--- config.mk ---
export PLATFORM = sky130hd
export DESIGN_NAME = pipe_hazard_ctrl
export DESIGN_NICKNAME = d
export VERILOG_FILES = /design/src/rtl/pipe_hazard_ctrl.sv
export SDC_FILE = /design/constraint.sdc
export NUM_CORES = 1
export LEC_CHECK = 0
export ABC_AREA = 1
export CORE_ASPECT_RATIO = 0.75
export CORE_UTILIZATION = 36
export CTS_BUF_LIST = sky130_fd_sc_hd__clkbuf_16
export CTS_CLUSTER_SIZE = 10
export DETAILED_ROUTE_END_ITERATION = 10
export PLACE_DENSITY_LB_ADDON = 0.3
export SLEW_MARGIN = 20
export SYNTH_ARGS = -nofsm -noshare
export SYNTH_HDL_FRONTEND = slang
export SYNTH_SLANG_ARGS = --single-unit
--- constraint.sdc ---
create_clock -name CLK -period 1.6 [get_ports CLK]
set_input_delay 0.32 -clock CLK [delete_from_list [all_inputs] [get_ports CLK]]
set_output_delay 0.32 -clock CLK [all_outputs]
set_load 0.02 [all_outputs]
--- src/rtl/pipe_hazard_ctrl.sv ---
// Pipeline hazard controller: load-use stall, taken-branch flush and
// multi-cycle multiply freeze, with a saturating stall-cycle counter.
module pipe_hazard_ctrl #(
  parameter int REG_W      = 5,
  parameter int MUL_CYCLES = 4
) (
  input  logic             CLK,
  input  logic             RST,
  input  logic             id_valid,
  input  logic [REG_W-1:0] id_rs,
  input  logic [REG_W-1:0] id_rt,
  input  logic             id_uses_rt,
  input  logic             id_is_mul,
  input  logic             ex_mem_read,
  input  logic [REG_W-1:0] ex_rt,
  input  logic             ex_branch_taken,
  output logic             pc_en,
  output logic             ifid_en,
  output logic             idex_en,
  output logic             ifid_clr,
  output logic             idex_clr,
  output logic             exmem_clr,
  output logic             mul_busy,
  output logic [15:0]      stall_cnt
);

  localparam logic [0:0] RUN = 1'b0;
  localparam logic [0:0] MUL = 1'b1;

  localparam logic [3:0] MUL_LOAD = 4'(MUL_CYCLES - 1);

  logic [0:0]  state_q, state_d;
  logic [3:0]  mul_ctr_q, mul_ctr_d;
  logic [15:0] stall_q, stall_d;

  logic hazard;
  logic mul_start;

  // register 0 is hardwired, so a load targeting it never stalls
  assign hazard = id_valid & ex_mem_read & (ex_rt != '0) &
                  ((ex_rt == id_rs) | (id_uses_rt & (ex_rt == id_rt)));

  assign mul_start = (state_q == RUN) & id_valid & id_is_mul &
                     ~hazard & ~ex_branch_taken;

  always_comb begin
    pc_en     = 1'b1;
    ifid_en   = 1'b1;
    idex_en   = 1'b1;
    ifid_clr  = 1'b0;
    idex_clr  = 1'b0;
    exmem_clr = 1'b0;
    mul_busy  = 1'b0;
    if (RST) begin
      pc_en     = 1'b0;
      ifid_en   = 1'b0;
      idex_en   = 1'b0;
      ifid_clr  = 1'b1;
      idex_clr  = 1'b1;
      exmem_clr = 1'b1;
    end else if (state_q == MUL) begin
      pc_en     = 1'b0;
      ifid_en   = 1'b0;
      idex_en   = 1'b0;
      exmem_clr = 1'b1;
      mul_busy  = 1'b1;
    end else if (ex_branch_taken) begin
      ifid_clr = 1'b1;
      idex_clr = 1'b1;
    end else if (hazard) begin
      pc_en    = 1'b0;
      ifid_en  = 1'b0;
      idex_clr = 1'b1;
    end
  end

  always_comb begin
    state_d   = state_q;
    mul_ctr_d = mul_ctr_q;
    if (state_q == MUL) begin
      if (mul_ctr_q == 4'd1) begin
        state_d   = RUN;
        mul_ctr_d = 4'd0;
      end else begin
        mul_ctr_d = mul_ctr_q - 4'd1;
      end
    end else if (mul_start) begin
      state_d   = MUL;
      mul_ctr_d = MUL_LOAD;
    end
  end

  always_comb begin
    stall_d = stall_q;
    if (!pc_en && stall_q != 16'hFFFF) begin
      stall_d = stall_q + 16'd1;
    end
  end

  always_ff @(posedge CLK or posedge RST) begin
    if (RST) begin
      state_q   <= RUN;
      mul_ctr_q <= 4'd0;
      stall_q   <= 16'd0;
    end else begin
      state_q   <= state_d;
      mul_ctr_q <= mul_ctr_d;
      stall_q   <= stall_d;
    end
  end

  assign stall_cnt = stall_q;

endmodule
==> impl_results.md <==
- Layout Cell Area excl Fill: 0.00229 mm²
- Largest net degree at the start of global routing: 22
- Bufs on Longest Clock Path: 2
- Die width: 76.9 µm
- Switching power: 991 µW
- Antenna diodes: 0
- Cell Chain, Critical Path: buf_6 > buf_6 > xnor2_2 > nand3_1 > nand2_2 > nand2_2 > a31oi_1 > buf_2
- Via Count: 1,563
- H-tree Lvls: 1
- Input/output buffers: 44
- Post-DP HPWL: 2770 µm
- Area growth from synthesis to layout: 51.0%
- CP endpoint kind: output port
- Grt total ovfl: 0
- CTS root buffer: clkbuf_16
- Initial antenna violation count: 0
- Sequential element share of the synthesized area: 34.7%
- Final Cycle Share: 96.8%
- # IOs: 45
- CTS clk-pin slew, worst paths: 60 ps
- Worst flop-to-flop path startpoint: stall_cnt[1]
- CP max stage delay: 180 ps
- GRT Util Overall: 17.7%
- CP Data Required Time: 1280 ps
- Yosys top cell area share: 34.7%
- DRT antenna net count: 0
- Rows: 20
- Vias in the first global route: 1,386
- Slowest cell on crit path: buf_2
- Pwr/cell area: 1090 mW/mm²
- FF+latch count, synth: 21
- # Max-Cap Violations: 0
- DRC: 0
- Placeable Area: 0.00405 mm²
- Leading area contributor after synthesis: dfrtp_1
- Startpoint Class: input pin
- Initial DRC count: 85
- Placed Area: 0.00216 mm²
- Sum Neg Setup Slack: 0 ps
- Setup ws final: 51.2 ps
- DRT Pass-1 Iters: 4
- Final setup viols: 0
- Min Tclk post-route: 1550 ps
- RSZ-0062 raised after global routing: true
- CTS sink count: 21
- Worst Setup EP: idex_clr
- Worst slew margin: 81.0%
- Yosys cell types: 21
- Worst skew pair latency: 260 ps
- CP arrival: 1230 ps
- Full die area: 0.00448 mm²
- Gate Count Post-Synth: 225
- Layout cells sized above 1: 29.2%
- GPL Wtd Cong: 0.792
- Combinational group share of total power: 46.2%
- Clock Power Share: 21.4%
- Max-slew violation count: 0
- Worst R2R Path Depth: 8
- TritonCTS clock tree: yes
- Sw frac: 39.6%
- Syn_area_per_cell: 6.73 µm²
- Leak: 1.28 nW
- F_max: 646 MHz
- Net Count, Synth: 250
- TritonCTS buffer count: 3
- Final setup skew: 5.67 ps
- CP Max Fanout: 3
- Post-Syn Area: 0.00152 mm²
- Post-Route Utilization: 56.5%
- Peak VDD IR: 0.543 mV
- Sequential power share: 32.5%
- Post-Route WL: 3750 µm
- Reg2reg end: stall_cnt[10]
- Initial Util: 37.4%
- First-pass GRT wire length: 6200 µm
- Hold buffer count at cts: 0
- Pre-CTS setup slack: -852 ps
- Status: completed
- CP Launch Point: ex_rt[4]
- Final nets: 314
- Worst slew pin tran: 283 ps
- Filler cell count: 399
- Cell internal pwr: 1.51 mW
- Warnings, synthesis: 0
- R2R setup slack: 80 ps
- Vias/cell: 4.56
- WL/cell: 10.9 µm
- Kind of critical path: input pin to output port
- Main area contributors after synthesis: dfrtp_1 (35%), nand2_1 (21%), nand3_1 (12%)
- Final hold viol count: 0
- Chip height: 58.2 µm
- Tot Pwr: 2.50 mW
- Worst Hold Class: input pin to asynchronous set/reset pin
-- stage by stage --
step | hold WS [ps] | cells
detailed placement | 495 | 336
global placement | 484 | 336
floorplan | 311 | 225
finish | 339 | 343
global route | 374 | 343
CTS | 359 | 341
-- area by class of cell --
class	count	area (µm²)	share of cell area [%]
clock buffer	3	75.1	3.28
inverter	32	123	5.36
tap	55	68.8	3.01
timing repair buffer	63	547	23.9
sequential	21	533	23.3
multi-input combinational	168	937	41.0
clock inverter	1	5.00	0.219
-- how the worst min path moves through the flow --
stage / slack [ps] / end / cells after the start
final: 340 / state_q / 3
after global routing: 370 / state_q / 3
after CTS: 360 / mul_ctr_q[1] / 3
after detailed placement: 490 / stall_cnt[15] / 2
after global placement: 480 / mul_ctr_q[3] / 2
after floorplan: 310 / mul_ctr_q[0] / 1
-- power by group through the flow --
| stage | clock [mW] | sequential (mW) | combinational (mW) |
|---|---|---|---|
| 4_1_cts | 0.552 | 0.808 | 1.15 |
| 2_1_floorplan | 0 | 0.893 | 0.657 |
| 3_3_place_gp | 0 | 0.811 | 1.19 |
| 5_1_grt | 0.573 | 0.834 | 1.31 |
| 3_5_place_dp | 0 | 0.817 | 1.21 |
| 6_report | 0.535 | 0.813 | 1.16 |
-- layout by cell type (no fill, tap or decap), drive strengths merged --
cell type	Yosys	final
dlygate4sd2	0	17
o21ai	2	2
nand2	85	85
clkdlybuf4s50	0	4
inv	32	32
nand3	35	35
dfrtp	21	21
nand4	2	2
nor2	18	18
ha	3	3
xor2	10	10
dlymetal6s2s	0	1
buf	4	35
clkbuf	0	7
and3	1	1
clkdlybuf4s15	0	2
a31oi	1	1
xnor2	6	6
clkinv	0	1
nor3	5	5
-- routing by layer --
layer  global-route usage [%]  up-vias  routed length, µm
met5                        0        -                  0
met4                     4.12        0                 18
met3                     4.41        2                205
met2                     28.6       32               1650
met1                     23.9      703               1880
li1                         -      826                  -
-- synthesized netlist by cell type --
| master | instances |
|---|---|
| a31oi_1 | 1 |
| and3_1 | 1 |
| buf_2 | 2 |
| buf_4 | 1 |
| buf_6 | 1 |
| dfrtp_1 | 21 |
| ha_1 | 3 |
| inv_1 | 32 |
| nand2_1 | 83 |
| nand2_2 | 1 |
| nand2_4 | 1 |
| nand3_1 | 35 |
| nand4_1 | 1 |
| nand4_4 | 1 |
| nor2_1 | 18 |
| nor3_1 | 3 |
| nor3_2 | 1 |
| nor3_4 | 1 |
| o21ai_0 | 2 |
| xnor2_1 | 6 |
| xor2_1 | 10 |
-- worst max-delay path, delay by kind of cell --
kind,cells,cell delay (ps)
buffers and inverters,3,390
AO/OA/AOI/OAI,1,130
XOR/XNOR,1,140
AND/OR/NAND/NOR,3,240
-- registers in the layout (all words and copies together), names as in the netlist --
register and count:
stall_cnt 16, mul_ctr_q 4, state_q 1
-- cells by family after synthesis --
family	Yosys count	synth area share [%]
AOI/OAI and AO/OA	3	1.07
xor gates and xnor gates	16	9.25
and+or+nand+nor	146	42.7
DFF	21	34.7
buffers and inverters	36	9.83
adders and majority gates	3	2.48
-- repair_timing --
action	4_1_cts	5_1_grt
endpoints found under the setup margin	37	21
buffers inserted	1	2
pin swaps	26	26
gates resized for setup	102	50
No activity file was read; power rests on OpenSTA's default activity.
